### config.mk
export PLATFORM = sky130hd
export DESIGN_NAME = hangman_letter_encoder
export DESIGN_NICKNAME = d
export VERILOG_FILES = /design/src/rtl/hangman_pkg.sv /design/src/rtl/ps2_frame_rx.sv /design/src/rtl/hangman_letter_encoder.sv
export SDC_FILE = /design/constraint.sdc
export NUM_CORES = 1
export LEC_CHECK = 0
export BUFFER_PORTS_ARGS = -buffer_cell sky130_fd_sc_hd__clkbuf_2
export CAP_MARGIN = 20
export CORE_MARGIN = 2
export CORE_UTILIZATION = 40
export CTS_BUF_LIST = sky130_fd_sc_hd__clkbuf_4 sky130_fd_sc_hd__clkbuf_8
export DETAILED_ROUTE_END_ITERATION = 10
export GPL_TIMING_DRIVEN = 0
export PLACE_DENSITY = 0.65
export SKIP_LAST_GASP = 1
export SLEW_MARGIN = 40
export SYNTH_ARGS = -nofsm -noshare
export SYNTH_HDL_FRONTEND = slang
export SYNTH_SLANG_ARGS = --single-unit
### constraint.sdc
create_clock -name clock -period 3.3 [get_ports clock]
set_input_delay 0.165 -clock clock [delete_from_list [all_inputs] [get_ports clock]]
set_output_delay 0.165 -clock clock [all_outputs]
set_load 0.02 [all_outputs]
### src/rtl/hangman_pkg.sv
// Shared constants and scan-code map for the hangman letter path.
// Macro HANGMAN_DISP_FILTER_EN drops letters with no 7-segment glyph.
package hangman_pkg;

  localparam logic [5:0] LTR_DASH = 6'h00;
  localparam logic [5:0] LTR_A = 6'h0A;
  localparam logic [5:0] LTR_B = 6'h0B;
  localparam logic [5:0] LTR_C = 6'h0C;
  localparam logic [5:0] LTR_D = 6'h0D;
  localparam logic [5:0] LTR_E = 6'h0E;
  localparam logic [5:0] LTR_F = 6'h0F;
  localparam logic [5:0] LTR_G = 6'h10;
  localparam logic [5:0] LTR_H = 6'h11;
  localparam logic [5:0] LTR_I = 6'h12;
  localparam logic [5:0] LTR_J = 6'h13;
  localparam logic [5:0] LTR_K = 6'h14;
  localparam logic [5:0] LTR_L = 6'h15;
  localparam logic [5:0] LTR_M = 6'h16;
  localparam logic [5:0] LTR_N = 6'h17;
  localparam logic [5:0] LTR_O = 6'h18;
  localparam logic [5:0] LTR_P = 6'h19;
  localparam logic [5:0] LTR_Q = 6'h1A;
  localparam logic [5:0] LTR_R = 6'h1B;
  localparam logic [5:0] LTR_S = 6'h1C;
  localparam logic [5:0] LTR_T = 6'h1D;
  localparam logic [5:0] LTR_U = 6'h1E;
  localparam logic [5:0] LTR_V = 6'h1F;
  localparam logic [5:0] LTR_W = 6'h20;
  localparam logic [5:0] LTR_X = 6'h21;
  localparam logic [5:0] LTR_Y = 6'h22;
  localparam logic [5:0] LTR_Z = 6'h23;

  localparam logic [7:0] SC_EXT = 8'hE0;
  localparam logic [7:0] SC_BRK = 8'hF0;

  typedef struct packed {
    logic       hit;
    logic [5:0] code;
  } scan_hit_t;

  function automatic scan_hit_t scan_map(input logic [7:0] sc);
    scan_hit_t r;
    r.hit  = 1'b1;
    r.code = LTR_DASH;
    case (sc)
      8'h1C: r.code = LTR_A;
      8'h32: r.code = LTR_B;
      8'h21: r.code = LTR_C;
      8'h23: r.code = LTR_D;
      8'h24: r.code = LTR_E;
      8'h2B: r.code = LTR_F;
      8'h34: r.code = LTR_G;
      8'h33: r.code = LTR_H;
      8'h43: r.code = LTR_I;
      8'h3B: r.code = LTR_J;
      8'h42: r.code = LTR_K;
      8'h4B: r.code = LTR_L;
      8'h3A: r.code = LTR_M;
      8'h31: r.code = LTR_N;
      8'h44: r.code = LTR_O;
      8'h4D: r.code = LTR_P;
      8'h15: r.code = LTR_Q;
      8'h2D: r.code = LTR_R;
      8'h1B: r.code = LTR_S;
      8'h2C: r.code = LTR_T;
      8'h3C: r.code = LTR_U;
      8'h2A: r.code = LTR_V;
      8'h1D: r.code = LTR_W;
      8'h22: r.code = LTR_X;
      8'h35: r.code = LTR_Y;
      8'h1A: r.code = LTR_Z;
      default: r.hit = 1'b0;
    endcase
`ifdef HANGMAN_DISP_FILTER_EN
    if (r.code == LTR_K || r.code == LTR_M ||
        r.code == LTR_V || r.code == LTR_W ||
        r.code == LTR_X || r.code == LTR_Z)
      r.hit = 1'b0;
`endif
    return r;
  endfunction

endpackage

### src/rtl/ps2_frame_rx.sv
// PS/2 frame receiver: synchronisers, 11-bit frame FSM, timeout.
// Emits one byte_strobe per good frame, frame_err pulse otherwise.
module ps2_frame_rx
  import hangman_pkg::*;
#(
  parameter int TIMEOUT_CYCLES = 50000,
  parameter int SYNC_STAGES    = 2
) (
  input  logic       clock,
  input  logic       resetn,
  input  logic       ps2_clk,
  input  logic       ps2_dat,
  output logic [7:0] data_byte,
  output logic       byte_strobe,
  output logic       frame_err
);

  localparam logic [1:0] S_IDLE  = 2'd0;
  localparam logic [1:0] S_RECV  = 2'd1;
  localparam logic [1:0] S_CHECK = 2'd2;

  localparam int TW = $clog2(TIMEOUT_CYCLES + 1);
  localparam logic [TW-1:0] TMO_MAX = TW'(TIMEOUT_CYCLES - 1);

  logic [SYNC_STAGES-1:0] clk_sync;
  logic [SYNC_STAGES-1:0] dat_sync;
  logic                   clk_q;
  logic                   clk_s;
  logic                   dat_s;
  logic                   fall;
  logic [1:0]             state;
  logic [3:0]             bit_cnt;
  logic [9:0]             shreg;
  logic [TW-1:0]          tmo_cnt;
  logic                   tmo_hit;
  logic                   good;

  assign clk_s   = clk_sync[SYNC_STAGES-1];
  assign dat_s   = dat_sync[SYNC_STAGES-1];
  assign fall    = clk_q & ~clk_s;
  assign tmo_hit = (tmo_cnt == TMO_MAX);
  assign good    = shreg[9] & (^shreg[8:0]);

  assign data_byte   = shreg[7:0];
  assign byte_strobe = (state == S_CHECK) & good;

  // Bring the raw pins into the clock domain; idle level is high.
  always_ff @(posedge clock or negedge resetn) begin
    if (!resetn) begin
      clk_sync <= '1;
      dat_sync <= '1;
      clk_q    <= 1'b1;
    end else begin
      clk_sync <= {clk_sync[SYNC_STAGES-2:0], ps2_clk};
      dat_sync <= {dat_sync[SYNC_STAGES-2:0], ps2_dat};
      clk_q    <= clk_s;
    end
  end

  // Cycles since the last PS/2 falling edge, saturating.
  always_ff @(posedge clock or negedge resetn) begin
    if (!resetn)
      tmo_cnt <= '0;
    else if (fall)
      tmo_cnt <= '0;
    else if (!tmo_hit)
      tmo_cnt <= tmo_cnt + 1'b1;
  end

  // Frame FSM: start bit, 8 data, parity, stop, then one check cycle.
  always_ff @(posedge clock or negedge resetn) begin
    if (!resetn) begin
      state     <= S_IDLE;
      bit_cnt   <= '0;
      shreg     <= '0;
      frame_err <= 1'b0;
    end else begin
      frame_err <= 1'b0;
      case (state)
        S_IDLE: begin
          if (fall) begin
            if (!dat_s) begin
              state   <= S_RECV;
              bit_cnt <= '0;
            end else begin
              frame_err <= 1'b1;
            end
          end
        end
        S_RECV: begin
          if (fall) begin
            shreg <= {dat_s, shreg[9:1]};
            if (bit_cnt == 4'd9)
              state <= S_CHECK;
            else
              bit_cnt <= bit_cnt + 4'd1;
          end else if (tmo_hit) begin
            frame_err <= 1'b1;
            shreg     <= '0;
            state     <= S_IDLE;
          end
        end
        S_CHECK: begin
          if (!good)
            frame_err <= 1'b1;
          state <= S_IDLE;
        end
        default: state <= S_IDLE;
      endcase
    end
  end

endmodule

### src/rtl/hangman_letter_encoder.sv
// PS/2 set-2 keyboard to 6-bit hangman letter code, held handshake.
// Define HANGMAN_DISP_FILTER_EN to suppress letters with no glyph.
module hangman_letter_encoder
  import hangman_pkg::*;
#(
  parameter int TIMEOUT_CYCLES = 50000,
  parameter int SYNC_STAGES    = 2
) (
  input  logic       clock,
  input  logic       resetn,
  input  logic       ps2_clk,
  input  logic       ps2_dat,
  output logic [5:0] letter_code,
  output logic       letter_valid,
  input  logic       letter_ready,
  output logic       frame_err,
  output logic       overrun
);

  logic [7:0] rx_byte;
  logic       rx_stb;
  logic       ext;
  logic       brk;
  logic       is_pfx;
  logic       emit;
  logic       xfer;
  scan_hit_t  lk;

  ps2_frame_rx #(
    .TIMEOUT_CYCLES(TIMEOUT_CYCLES),
    .SYNC_STAGES   (SYNC_STAGES)
  ) u_rx (
    .clock      (clock),
    .resetn     (resetn),
    .ps2_clk    (ps2_clk),
    .ps2_dat    (ps2_dat),
    .data_byte  (rx_byte),
    .byte_strobe(rx_stb),
    .frame_err  (frame_err)
  );

  assign lk     = scan_map(rx_byte);
  assign is_pfx = (rx_byte == SC_EXT) | (rx_byte == SC_BRK);
  assign emit   = rx_stb & ~is_pfx & ~ext & ~brk & lk.hit;
  assign xfer   = letter_valid & letter_ready;

  // Prefix flags: a prefixed byte is swallowed and clears both flags.
  always_ff @(posedge clock or negedge resetn) begin
    if (!resetn) begin
      ext <= 1'b0;
      brk <= 1'b0;
    end else if (rx_stb) begin
      if (rx_byte == SC_EXT)
        ext <= 1'b1;
      else if (rx_byte == SC_BRK)
        brk <= 1'b1;
      else begin
        ext <= 1'b0;
        brk <= 1'b0;
      end
    end
  end

  // Output holding register; a letter arriving while one is stuck is dropped.
  always_ff @(posedge clock or negedge resetn) begin
    if (!resetn) begin
      letter_code  <= LTR_DASH;
      letter_valid <= 1'b0;
      overrun      <= 1'b0;
    end else if (emit) begin
      if (!letter_valid || xfer) begin
        letter_code  <= lk.code;
        letter_valid <= 1'b1;
      end else begin
        overrun <= 1'b1;
      end
    end else if (xfer) begin
      letter_valid <= 1'b0;
    end
  end

endmodule

======== Word-level counts from Yosys, hierarchy flattened ========
Cells that the tools add are included.
cells by class
  add/sub/neg operators ................... 2
  equality and inequality tests ........... 41
  mux-type cells .......................... 29
  bitwise gates (word level) .............. 15
  reduce and logical (&&, ||, !) cells .... 16
operators with widths
  operator                                                                count
  6-bit one-hot mux with 26 select lines                                  1
  8-bit by 6-bit equality test with 1-bit output (second input constant)  16
  8-bit by 5-bit equality test with 1-bit output (second input constant)  5
  8-bit by 7-bit equality test with 1-bit output (second input constant)  5
  16-bit two-way mux                                                      2
  26-bit OR reduction                                                     1
  10-bit two-way mux                                                      2
  16-bit by 1-bit adder with 16-bit output (second input constant)        1
  16-bit equality test (second input constant)                            1
  8-bit equality test (second input constant)                             2
  4-bit two-way mux                                                       4
  1-bit two-way mux                                                       12
  2-bit AND reduction                                                     6
  2-bit two-way mux                                                       5
  9-bit XOR reduction                                                     1
  1-bit AND                                                               8
  2-bit by 1-bit != test with 1-bit output (second input constant)        4
  4-bit one-hot mux with 2 select lines                                   1
  2-bit != test (second input constant)                                   3
  1-bit inverter                                                          6
  2-bit nonzero test                                                      3
  5-bit AND reduction                                                     1
  4-bit by 1-bit adder with 4-bit output (second input constant)          1
  4-bit equality test (second input constant)                             1
  other kinds (11)                                                        11
storage, ports and cells
  register bits ........................... 48
  output and inout port bits .............. 9
  logic and storage cells ................. 116

======== Depth between registers and ports, before layout ========
  depth after elaboration ................. 9
  mapped depth ............................ 9
  gate-level depth less buffers ........... 7

======== Modules after synthesis ========
A second synthesis with hierarchy kept.
second synthesis, totals
  cells, all modules ...................... 303
  area, all modules ....................... 2934.1 µm²
modules (own cells, without submodules)
  module                  instances  cells each  area an instance (µm²)  sequential area each (µm²)
  ps2_frame_rx            1          169         1866.8                  957.2
  hangman_letter_encoder  1          134         1067.3                  250.2

======== Least setup slack after synthesis ========
No wires, ideal clock.
  path type ............................... register to register
  from .................................... register u_rx.shreg[0]
  to ...................................... register letter_code[2]
  data arrival time ....................... 2.215 ns
  required time ........................... 3.175 ns
  path slack .............................. 0.960 ns
  stages on the path, launching flop included .. 9
  path buffers ............................ 1
  cell sequence ........................... dfrtp_1 > inv_1 > ha_1 > buf_2 > and3_1 > a2111oi_2 > nand4_1 > a211oi_2 > mux2_2
on the way
  longest elaborated chain between the ends .. 8
  elaborated cells between the ends (all ways) .. 41
  those cells by class .................... eq/ne (28); mux (2); bitwise (8); reduce/logical (3)
RTL lines
  item                                                               RTL line                                          source
  start, declared                                                    ps2_frame_rx.sv:33                                logic [9:0] shreg;
  start signal, assigned                                             ps2_frame_rx.sv:92                                shreg <= {dat_s, shreg[9:1]};
  9-bit XOR reduction / 8-bit equality test (equally long branches)  ps2_frame_rx.sv:42, hangman_letter_encoder.sv:43
  1-bit AND / 1-bit OR (equally long branches)                       ps2_frame_rx.sv:42, hangman_letter_encoder.sv:43
  1-bit AND / 1-bit inverter (equally long branches)                 ps2_frame_rx.sv:45, hangman_letter_encoder.sv:44
  1-bit AND (4 in series)                                            hangman_letter_encoder.sv:44                      assign emit = rx_stb & ~is_pfx & ~ext & ~brk & lk.hit;
  2-bit AND reduction (no source line)                               -
  end signal, assigned                                               hangman_letter_encoder.sv:72                      letter_code <= lk.code;
  end, declared                                                      hangman_letter_encoder.sv:13                      output logic [5:0] letter_code,
Parallel ways exist; a longest one is shown, timed or not.
A chain may end at the register's enable or synchronous reset.

======== Worst setup path after layout ========
  from .................................... register u_rx.shreg[1]
  to ...................................... register letter_code[4]
The elaborated chain is that of the path after synthesis.

==> key figures <==
Outcome
  – Result of the run: completed

Routing
  – Count of nets left with antenna violations after detail routing: 0
  – Routed wirelength normalized by instance count: 14.37 um
  – Post-route DRC violation count: 0
  – Final wirelength: 5906 um
  – Vias after detailed routing: 2247
  – Vias per cell: 5.467
  – Number of design-rule violations left by the first detailed-router iteration: 164
  – Detailed-routing iteration count for the pre-antenna-repair pass: 4

Timing
  – Summed negative setup slack over all endpoints: 0 ps
  – Minimum clock period after layout: 2742 ps
  – Slew @ Worst Pin: 666.3 ps
  – Upper clock frequency limit: 0.3647 GHz
  – Unrepaired setup endpoints after global routing: false
  – Ratio of final minimum period to clock period: 83.10%
  – Final Max Tran Viols: 0
  – Normalized max-slew margin: 55.58%
  – Endpoints failing hold: 0
  – Worst-case clock skew: 11.99 ps
  – # setup viols final: 0

Synthesis
  – Number of distinct library cell variants in the gate-level netlist after synthesis: 51
  – Number of register bits inferred by synthesis: 48
  – Top-count cell post-synth: dfrtp_1
  – Flip-flop cell with the highest count after synthesis: dfrtp_1
  – Cells after Synth: 291
  – Cell area after technology mapping: 0.002834 mm2
  – Area leader, netlist: dfrtp_1
  – Number of enable flip-flop cells after synthesis: 0
  – Ranking of synthesized cells by instance count: 43 x dfrtp_1, 25 x nor2_1, 23 x nand2_1, 18 x ha_1, 16 x inv_1
  – Warning count from the yosys run: 0
  – Cell types occupying the most area after synthesis: dfrtp_1 38%, ha_1 7.9%, dfstp_2 4.6%
  – Per-instance average area after synthesis: 9.739 um2
  – Synth async-reset ratio: 100.0%
  – Number of nets produced by synthesis: 314
  – Share of the synthesized area in the top cell type: 37.97%
  – Proportion of synthesized chip area in sequential cells: 42.60%

Worst setup path
  – R2R Setup Slk: 560 ps
  – Required time of the critical path: 3490 ps
  – Element type at the critical path end: flip-flop
  – Largest fanout on the critical path: 6
  – Nature of the critical path startpoint: flip-flop
  – Slowest stage cell, crit path: a211oi_2
  – Worst path max stage delay: 500 ps
  – Data arrival time of the worst path: 2930 ps
  – Sequence of cells on the critical path: inv_1 -> ha_1 -> xnor3_1 -> xnor2_1 -> nand4_1 -> a211oi_2 -> mux2_2
  – CP Class: flip-flop to flip-flop

Pwr
  – Pwr dens: 617.1 mW/mm2
  – Lkg Pwr: 1.358 nW
  – VDD IR max: 0.3322 mV
  – Power, Total: 1.944 mW

Die
  – Die width: 88.17 um
  – Placeable core region: 0.006832 mm2
  – Die Height: 88.17 um
  – Number of cell rows: 30
  – Num ports: 14
  – Starting Density: 41.48%
  – Overall die area: 0.007774 mm2

Min path
  – Worst Hold Class: primary input to flip-flop

Clock tree
  – CTS tree: done
  – Library cell used as clock root buffer: clkbuf_8
  – Clock latency at the later pin of the worst-skew pair: 310 ps
  – Post-CTS setup buffers: 0
  – H-tree levels: 2
  – Number of clock buffers inserted by TritonCTS: 5
  – Clock edge transition at the registers on the reported setup and hold paths: 90 ps
  – Number of sinks driven by the clock tree: 48
  – Buffer levels on the longest clock path: 2

Run
  – Total of max-cap violations: 0

Global routing
  – Number of global-route vias before repair: 2164
  – Grt total ovfl: 0
  – Largest net degree at the start of global routing: 49
  – Initial antenna violation count: 0
  – Overall track demand over capacity in global routing: 16.67%
  – Wire length of the first global-routing pass: 10260 um

Final layout
  – Share of cells above drive strength 1: 14.29%
  – Nets: 337
  – Final Instance Count excl. Fillers: 411
  – Area growth syn-to-layout: 11.17%
  – ANT cells: 0

Place
  – Total instance count after detailed placement: 400
  – Routability cong.: 0.8762
  – Number of buffers inserted by port buffering: 13
  – Final HPWL DP: 4095 um
cell type report:
type	count	area, um2
clock inverters	1	8.758
repair buffers	16	97.59
inverters	16	60.06
plain buffers	17	75.07
fillers	670	3681
well taps	96	120.1
multi-input cells	210	1491
clock buffers	7	90.09
flip-flops and latches	48	1207
path summary, 6_finish.rpt:
check	start	depth (start not counted)	to
max	u_rx.shreg[1]	7	letter_code[4]
min	letter_ready	3	overrun
max reg2reg	u_rx.shreg[1]	7	letter_code[4]
min reg2reg	u_rx.dat_sync[0]	0	u_rx.dat_sync[1]
max in group asynchronous	resetn	2	letter_valid
min in group asynchronous	resetn	2	u_rx.tmo_cnt[7]
through the flow:
stage	hold slack, ps	util [%]	cell area (um2)	setup slack [ps]
floorplan	-130.6	-	2834	960.1
finish	195.1	46.12	3151	557.7
global route	215.3	46.12	3151	325.0
global placement	253.2	44.19	3019	609.0
detailed placement	253.8	44.23	3022	565.8
CTS	188.2	46.12	3151	544.8
worst max-delay path, delay by kind of cell, from the launching register on:
family / cells / cell delay, ps
AO/OA/AOI/OAI: 1 / 500
buffers and inverters: 1 / 90
multiplexers: 1 / 400
XOR/XNOR: 2 / 680
flip-flops: 1 / 430
adder cells (fa/ha/maj): 1 / 280
AND/OR/NAND/NOR: 1 / 250
what timing repair did:
action                    CTS  global route
resized for setup           0             0
hold endpoints to repair   45             0
hold buffers                3             0
layer usage:
metal  vias to the layer above  routed length (um)  track usage, %
li1                       1099                   -               -
met3                         6                 227           3.205
met2                        52                2749           24.74
met5                         -                   0               0
met1                      1090                2859           24.26
met4                         0                  70           5.923
power breakdown:
group / switching, mW / internal (mW) / leakage [nW]
registers: 0.117 / 0.680 / 0.626
clock network: 0.206 / 0.180 / 0.0519
logic: 0.461 / 0.299 / 0.680
total: 0.784 / 1.16 / 1.36
logic make-up after synthesis:
kind of cell | after synthesis | synth area share, %
AND/OR/NAND/NOR | 101 | 18.98
flip-flops | 48 | 42.60
buffers and inverters | 33 | 4.769
XOR/XNOR | 16 | 5.431
multiplexers | 7 | 2.649
AO/OA/AOI/OAI | 68 | 17.62
adder cells (fa/ha/maj) | 18 | 7.947
flip-flops by register name (all words and copies together) (netlist names):
register / flops
u_rx.shreg: 10
u_rx.clk_q: 1
overrun: 1
u_rx.frame_err: 1
letter_valid: 1
u_rx.dat_sync: 2
brk: 1
u_rx.bit_cnt: 4
letter_code: 6
u_rx.tmo_cnt: 16
u_rx.state: 2
ext: 1
u_rx.clk_sync: 2
cell usage in the layout (no fill, tap or decap), drive strengths merged, types with 4 or more instances in the layout:
cell,count
inv,16
a22oi,8
mux2,4
nor2,25
nand2,23
nand3,9
buf,7
o211ai,4
o21ai,9
nor4,5
a22o,11
clkbuf,30
dfrtp,43
a21oi,12
o22ai,7
nand4,11
a211oi,5
ha,18
dfstp,5
xnor2,8
xor2,7
nor3,4
(Power assumes the default switching activity.)
